[src/rtl/pattern_recognizer.sv]
// Serial pattern counter: counts overlapping occurrences of a 4-bit pattern
// in the incoming bit stream, with TYPE choosing which pattern is live.
module pattern_recognizer #(
    parameter logic [3:0] PAT0 = 4'b1011,
    parameter logic [3:0] PAT1 = 4'b1001
) (
    input  logic       clk,
    input  logic       reset_n,
    input  logic       x,
    input  logic       TYPE,
    output logic [3:0] y
);

    localparam int unsigned HIST_W = 3;
    localparam int unsigned WIN_W  = HIST_W + 1;
    localparam int unsigned CNT_W  = 4;

    logic [HIST_W-1:0] hist;
    logic [WIN_W-1:0]  window_c;
    logic [WIN_W-1:0]  pattern_c;
    logic              match_c;

    // The incoming bit completes the window on the same edge that samples it.
    // Both patterns have MSB=1, so the zero-filled history cannot match early.
    always_comb begin
        window_c  = {hist, x};
        pattern_c = TYPE ? PAT1 : PAT0;
        match_c   = (window_c == pattern_c);
    end

    // History is shared across TYPE values and never flushed on a match.
    always_ff @(posedge clk or negedge reset_n) begin
        if (!reset_n) begin
            hist <= '0;
            y    <= '0;
        end else begin
            hist <= {hist[HIST_W-2:0], x};
            if (match_c) begin
                y <= y + CNT_W'(1);
            end
        end
    end

endmodule

[config.mk]
export PLATFORM = sky130hd
export DESIGN_NAME = pattern_recognizer
export DESIGN_NICKNAME = d
export VERILOG_FILES = /design/src/rtl/pattern_recognizer.sv
export SDC_FILE = /design/constraint.sdc
export NUM_CORES = 1
export LEC_CHECK = 0
export CAP_MARGIN = 20
export CORE_AREA = 2 2 39 41
export CTS_CLUSTER_DIAMETER = 50
export DETAILED_ROUTE_END_ITERATION = 8
export DIE_AREA = 0 0 41 43
export SYNTH_ARGS = -nofsm -noshare
export SYNTH_HDL_FRONTEND = slang
export SYNTH_SLANG_ARGS = --single-unit
[constraint.sdc]
create_clock -name clk -period 1.58 [get_ports clk]
set_input_delay 0.395 -clock clk [delete_from_list [all_inputs] [get_ports clk]]
set_output_delay 0.395 -clock clk [all_outputs]
set_load 0.01 [all_outputs]
### Yosys cells after proc, flatten, opt, wreduce, memory -nomap -nowiden

Cells that the tools add are included.
W data, S select, Z words.

* add/subtract/negate cells: 1
* multiplexer cells: 1
* equal/unequal tests: 1

Operator list (number)
* $add A4 B1 Y4 const B: 1
* $eq A4 B4 Y1: 1
* $mux W2: 1

* bits of input ports: 4
* word-level logic and storage cells: 5
* output and inout bits: 4
* register bits after elaboration: 7

### Logic depth before layout (Yosys ltp)

Gate-level depths: netlist of the first run.

* depth after elaboration: 2
* mapped depth: 3
* depth with buffers taken out: 3

### Worst setup path after synthesis of the first run

No wires, ideal clock.

* kind: register to register
* start point: register hist[0]
* end point: register y[1]
* setup time: 0.128 ns
* setup slack: 0.371 ns
* period minus slack after synthesis: 1.209 ns
* data arrival time: 1.081 ns
* stages on the path, launching flop included: 4
* data required time: 1.452 ns
* buffers on the path: 0
* cells stage by stage: dfrtp_1 > xnor2_2 > nor3_2 > mux2_1

* longest elaborated chain between the ends: 1

RTL lines
* start: declaration: line 18 `logic [HIST_W-1:0] hist;`
* start signal: assignment: line 37 `hist <= {hist[HIST_W-2:0], x};`
* $eq A4 B4 Y1: line 28 `match_c = (window_c == pattern_c);`
* end signal: assignment: line 39 `y <= y + CNT_W'(1);`
* end: declaration: line 11 `output logic [3:0] y`

Every way passes these cells.
A chain may end at the register's enable or synchronous reset.

### Worst setup path after layout of the first run

* start point: input port TYPE
* end point: register y[1]

* longest elaborated chain between the ends: 2

RTL lines
* start: declaration: line 10 `input logic TYPE,`
* $mux W2: line 27 `pattern_c = TYPE ? PAT1 : PAT0;`
* $eq A4 B4 Y1: line 28

Every way passes these cells.

==> out/metrics.yaml, run 1 <==
grt-ovfl-total: 0
worst_skew_pair.late_latency_ps: 250
slew_viol_final: 0
yosys.area.top_type_share_pct: 60.87
setup_viol: 0
final_common_cell: "dfrtp_1"
dr_wl_met3_um: 65
fin_ws_ps: 154.5
cts.clk_slew.worst_paths_ps: 50
antenna_cells: 0
synthesis.nets: 23
io_pins: 8
endpoint_kind: "register"
cts_resized: 3
highest_layer: "met4"
firstDrtPassIters: 2
critPathLaunchType: "primary input"
finClkSkew_ps: 1.944
grt_pass1_vias: 184
finish.utilization_pct: 29.66
rows: 14
critPathRequiredTime_ps: 1710
cts_buffers: 3
fin_crit_sh_pct: 90.22
place.gp.congestion: 0.6024
drtAntennaViolNets: 0
yosys_warnings: 0
synth_seq_cells: 7
grt_usage_pct: 7.599
tritoncts: "built"
status: "finished, final reports clean"
syn_area_per_cell_um2: 15.99
initial_core_util_pct: 20.80
ctsHoldBuffers: 0
grt_setup_unrepaired: "no"
io_buffers: 7
cts_sinks: 7
fp.dieArea_um2: 1763
wl_met1_um: 175
wl_met2_um: 190
fin_crit_ps: 1426
syn_to_final_growth_pct: 42.61
via_per_inst: 4.065
timing.hold.ws_ps: 396.1
final_nets: 36
syn_inst: 18
netlist-cell-type-count: 10
grt_antenna_before_repair: 0
arrival_ps: 1560
routed_wl_um: 458
fp.dieW_um: 41
synth_area_leaders: "dfrtp_1 61%, xor2_1 9.1%, xnor2_2 5.7%"
fillers: 152
drt_iter0_markers: 1
hpwlAfterDp_um: 334.9
peakVddDrop_mv: 0.4737
dieHeight_um: 43
root_buffer: "clkbuf_4"
finalHoldViolations: 0
htree_levels: 1
cts_buffer_depth: 2
worst_pin_slew_ps: 308.8
crit_type: "primary input to register"
route.detailed.drc: 0
crit_fanout: 3
leakagePower_nw: 0.2053
slew_headroom_pct: 79.35
maxCapViolCount: 0
synth_largest_area_cell: "dfrtp_1"
hold_path_class: "primary input to async pin"
grt_max_degree: 8
vias: 187
post_cts_buffers: 0
wl_per_cell_um: 9.957
drive_gt1_share_pct: 26.67
layout_common_cells: "7 x dfrtp_1, 3 x xor2_1, 3 x clkbuf_4, 3 x clkdlybuf4s50_1, 3 x dlygate4sd2_1"
coreArea_um2: 1384
grt_pass1_wl_um: 793
max_freq_mhz: 701.5
power.density_nw_per_um2: 1451
syn_area_um2: 287.8
place_ws_ps: -117.7
ys_seq_area_share_pct: 60.87
[metal layers]
| layer | track usage, % | up-vias |
|---|---|---|
| li1 | - | 86 |
| met1 | 8.278 | 87 |
| met2 | 8.750 | 10 |
| met3 | 5.236 | 4 |
| met4 | 8.000 | 0 |
| met5 | 0 | - |
[per-stage QoR]
step | cell area [µm²] | setup TNS (ps) | cells | power [mW]
floorplan | 287.8 | 0 | 18 | 0.3495
global placement | 385.4 | -101.7 | 42 | 0.4644
detailed placement | 385.4 | -152.9 | 42 | 0.4706
CTS | 407.9 | 0 | 46 | 0.6127
global route | 410.4 | 0 | 46 | 0.6433
finish | 410.4 | 0 | 46 | 0.5957
[area by class of cell]
class	instances	area, µm²	share of cell area, %
clock buffer	4	26.28	6.402
sequential	7	175.2	42.68
tap	16	20.02	4.878
timing repair buffer	8	76.32	18.60
multi-input combinational	11	112.6	27.44
[power by group]
part / internal, mW / switching [mW] / total (mW) / leakage [nW]
combinational: 0.0900 / 0.0695 / 0.159 / 0.105
sequential: 0.227 / 0.0464 / 0.274 / 0.0855
clock: 0.0964 / 0.0659 / 0.162 / 0.0150
[state kept, by name, summed over array words and instances (netlist names)]
name and cells:
hist 3, y 4
[critical path: stages]
cell	delay [ps]
clkdlybuf4s50_1	440
xnor2_2	180
nor3_2	210
mux2_1	330
[cell families after synthesis]
family,Yosys count,share of synthesized area (%)
flops,7,60.87
simple gates,5,16.08
xor+xnor,4,14.79
mux,1,3.913
fa+ha+maj,1,4.347
[cells in the mapped netlist]
cell type,number
nor4b_2,1
ha_1,1
nand2_1,1
dfrtp_1,7
nand3_1,1
xor2_1,3
nor3_2,1
xnor2_2,1
nor4_2,1
mux2_1,1
[final timing paths]
check	startpoint	end	slack [ps]	depth (start not counted)
min in group clk	hist[0]	hist[1]	430	0
max in group asynchronous	reset_n	hist[0]	950	1
hold reg to reg	hist[0]	hist[1]	430	0
setup / recovery	TYPE	y[1]	150	4
setup reg to reg	hist[0]	y[1]	350	3
hold / removal	reset_n	y[2]	400	1
No activity file was read; power rests on OpenSTA's default activity.
==> inputs of run 2 (changes only) <==
--- a/config.mk
+++ b/config.mk
@@ -10,6 +10,7 @@
 export CTS_CLUSTER_DIAMETER = 50
 export DETAILED_ROUTE_END_ITERATION = 8
 export DIE_AREA = 0 0 41 43
+export GPL_ROUTABILITY_DRIVEN = 0
 export SYNTH_ARGS = -nofsm -noshare
 export SYNTH_HDL_FRONTEND = slang
 export SYNTH_SLANG_ARGS = --single-unit
==> results of run 2 <==
Final layout, timing and power as in run 1 (identical DEF).
==> inputs of run 3 (changes only) <==
--- a/config.mk
+++ b/config.mk
@@ -10,6 +10,7 @@
 export CTS_CLUSTER_DIAMETER = 50
 export DETAILED_ROUTE_END_ITERATION = 8
 export DIE_AREA = 0 0 41 43
+export DONT_BUFFER_PORTS = 1
 export GPL_ROUTABILITY_DRIVEN = 0
 export SYNTH_ARGS = -nofsm -noshare
 export SYNTH_HDL_FRONTEND = slang
==> run 3 against run 2 <==
Critical path depth decreased by 1. Register-to-register slack got worse by 20 ps. Routed wire length increased by 9.8%. Flip-flop and latch count stayed put. Final area shrank 16%. Die area did not move.
==> out/metrics.yaml, run 3 (synthesis gave the netlist of run 1 again) <==
ff2ff_setup_slack_ps: 330  # was 350 ps
via_per_inst: 4.154  # was 4.065
cts.clk_slew.worst_paths_ps: 60  # was 50 ps
worst_pin_slew_ps: 324.3  # was 308.8 ps
syn_to_final_growth_pct: 19.57  # was 42.61%
dieHeight_um: 43  # unchanged
worst_path_dominant_cell_family: "flip-flops"  # was buffers and inverters
final_area_um2: 344.1  # was 410.4 µm²
placed_cells: 34  # was 42
tns_ps: 0  # unchanged
maxCapViolCount: 0  # unchanged
finClkSkew_ps: 6.968  # was 1.944 ps
setup_viol: 0  # unchanged
leakagePower_nw: 0.1532  # was 0.2053 nW
wl_met2_um: 211  # was 190 µm
endpoint_kind: "register"  # unchanged
grt-ovfl-total: 0  # unchanged
crit_buf_inv: 0  # was 1
firstDrtPassIters: 2  # unchanged
grt_pass1_wl_um: 834  # was 793 µm
slowest_stage: "dfrtp_1"  # was clkdlybuf4s50_1
final_nets: 29  # was 36
worst_skew_pair.late_latency_ps: 250  # about the same
wl_met1_um: 188  # was 175 µm
highest_layer: "met4"  # unchanged
critPathLaunchType: "register"  # was primary input
cts_buffer_depth: 2  # unchanged
largest_reg_flops: 4  # unchanged
root_buffer: "clkbuf_4"  # unchanged
io_buffers: 0  # was 7
routed_wl_um: 503  # was 458 µm
power_mw: 0.5443  # was 0.5957 mW
tritoncts: "built"  # unchanged
power.density_nw_per_um2: 1582  # was 1451 nW/µm²
io_pins: 8  # unchanged
regMostFlops: "y"  # unchanged
slew_viol_final: 0  # unchanged
critPathRequiredTime_ps: 1720  # was 1710 ps
cts_buffers: 3  # unchanged
placed_area_um2: 307.8  # was 385.4 µm²
drt_iter0_markers: 2  # was 1
htree_levels: 1  # unchanged
hold_path_class: "primary input to register"  # was primary input to async pin
arrival_ps: 1390  # was 1560 ps
fp.dieW_um: 41  # unchanged
rows: 14  # unchanged
grt_antenna_before_repair: 0  # unchanged
finish.utilization_pct: 24.86  # was 29.66%
fp.dieArea_um2: 1763  # unchanged
fin_crit_sh_pct: 79.13  # was 90.22%
route.detailed.drc: 0  # unchanged
coreArea_um2: 1384  # unchanged
timing.hold.ws_ps: 172.4  # was 396.1 ps
fin_crit_ps: 1250  # was 1426 ps
reg_top3: "y (4), hist (3)"  # unchanged
crit_type: "register to register"  # was primary input to register
grt_pass1_vias: 182  # was 184
drive_gt1_share_pct: 30.43  # was 26.67%
final_common_cell: "dfrtp_1"  # unchanged
dr_wl_met3_um: 96  # was 65 µm
grt_setup_unrepaired: "no"  # unchanged
vias: 162  # was 187
place_ws_ps: 311.6  # was -117.7 ps
initial_core_util_pct: 20.80  # unchanged
cts_resized: 0  # was 3
crit_fanout: 3  # unchanged
slowest_delay_ps: 400  # was 440 ps
peakVddDrop_mv: 0.5296  # was 0.4737 mV
grt_usage_pct: 8.392  # was 7.599%
layout_common_cells: "7 x dfrtp_1, 3 x xor2_1, 3 x clkbuf_4"  # was 7 x dfrtp_1, 3 x xor2_1, 3 x clkbuf_4, 3 x clkdlybuf4s50_1, 3 x dlygate4sd2_1
grt_max_degree: 8  # unchanged
slew_headroom_pct: 78.31  # was 79.35%
cts_sinks: 7  # unchanged
drtAntennaViolNets: 0  # unchanged
status: "finished, final reports clean"  # unchanged
fin_ws_ps: 329.8  # was 154.5 ps
cp_cell_sequence: "xnor2_2, nor3_2, mux2_1"  # was clkdlybuf4s50_1, xnor2_2, nor3_2, mux2_1
wl_per_cell_um: 12.90  # was 9.957 µm
finalHoldViolations: 0  # unchanged
finalNonFillerCells: 39  # was 46
antenna_cells: 0  # unchanged
max_freq_mhz: 799.9  # was 701.5 MHz
-- run 3: cell type report --
class	instances	area (µm²)
Tap cell	16	20.02
Fill cell	141	1040
Timing Repair Buffer	1	10.01
Clock buffer	4	26.28
Sequential cell	7	175.2
Multi-Input combinational cell	11	112.6
-- run 3: where the power goes --
| group | internal [mW] | switching (mW) |
|---|---|---|
| clock | 0.0966 | 0.0696 |
| sequential | 0.227 | 0.0782 |
| combinational | 0.0415 | 0.0314 |
-- run 3: layer usage --
layer  GRT usage (%)  vias up
met4           6.000        0
met2           8.750       10
li1                -       73
met5               0        -
met1           7.237       77
met3           12.57        2
-- run 3: final timing paths --
| path | cells after the start | startpoint | endpoint |
|---|---|---|---|
| worst max-delay path | 3 | hist[0] | y[1] |
| worst min-delay path | 0 | x | hist[0] |
| worst max register to register | 3 | hist[0] | y[1] |
| worst min register to register | 0 | hist[0] | hist[1] |
| max in group asynchronous | 1 | reset_n | hist[0] |
| min in group asynchronous | 1 | reset_n | y[0] |
-- run 3: timing repair --
action                                 in CTS  in global routing
endpoints found under the hold margin       7                  0
setup buffers                               0                  0
hold buffers                                1                  0
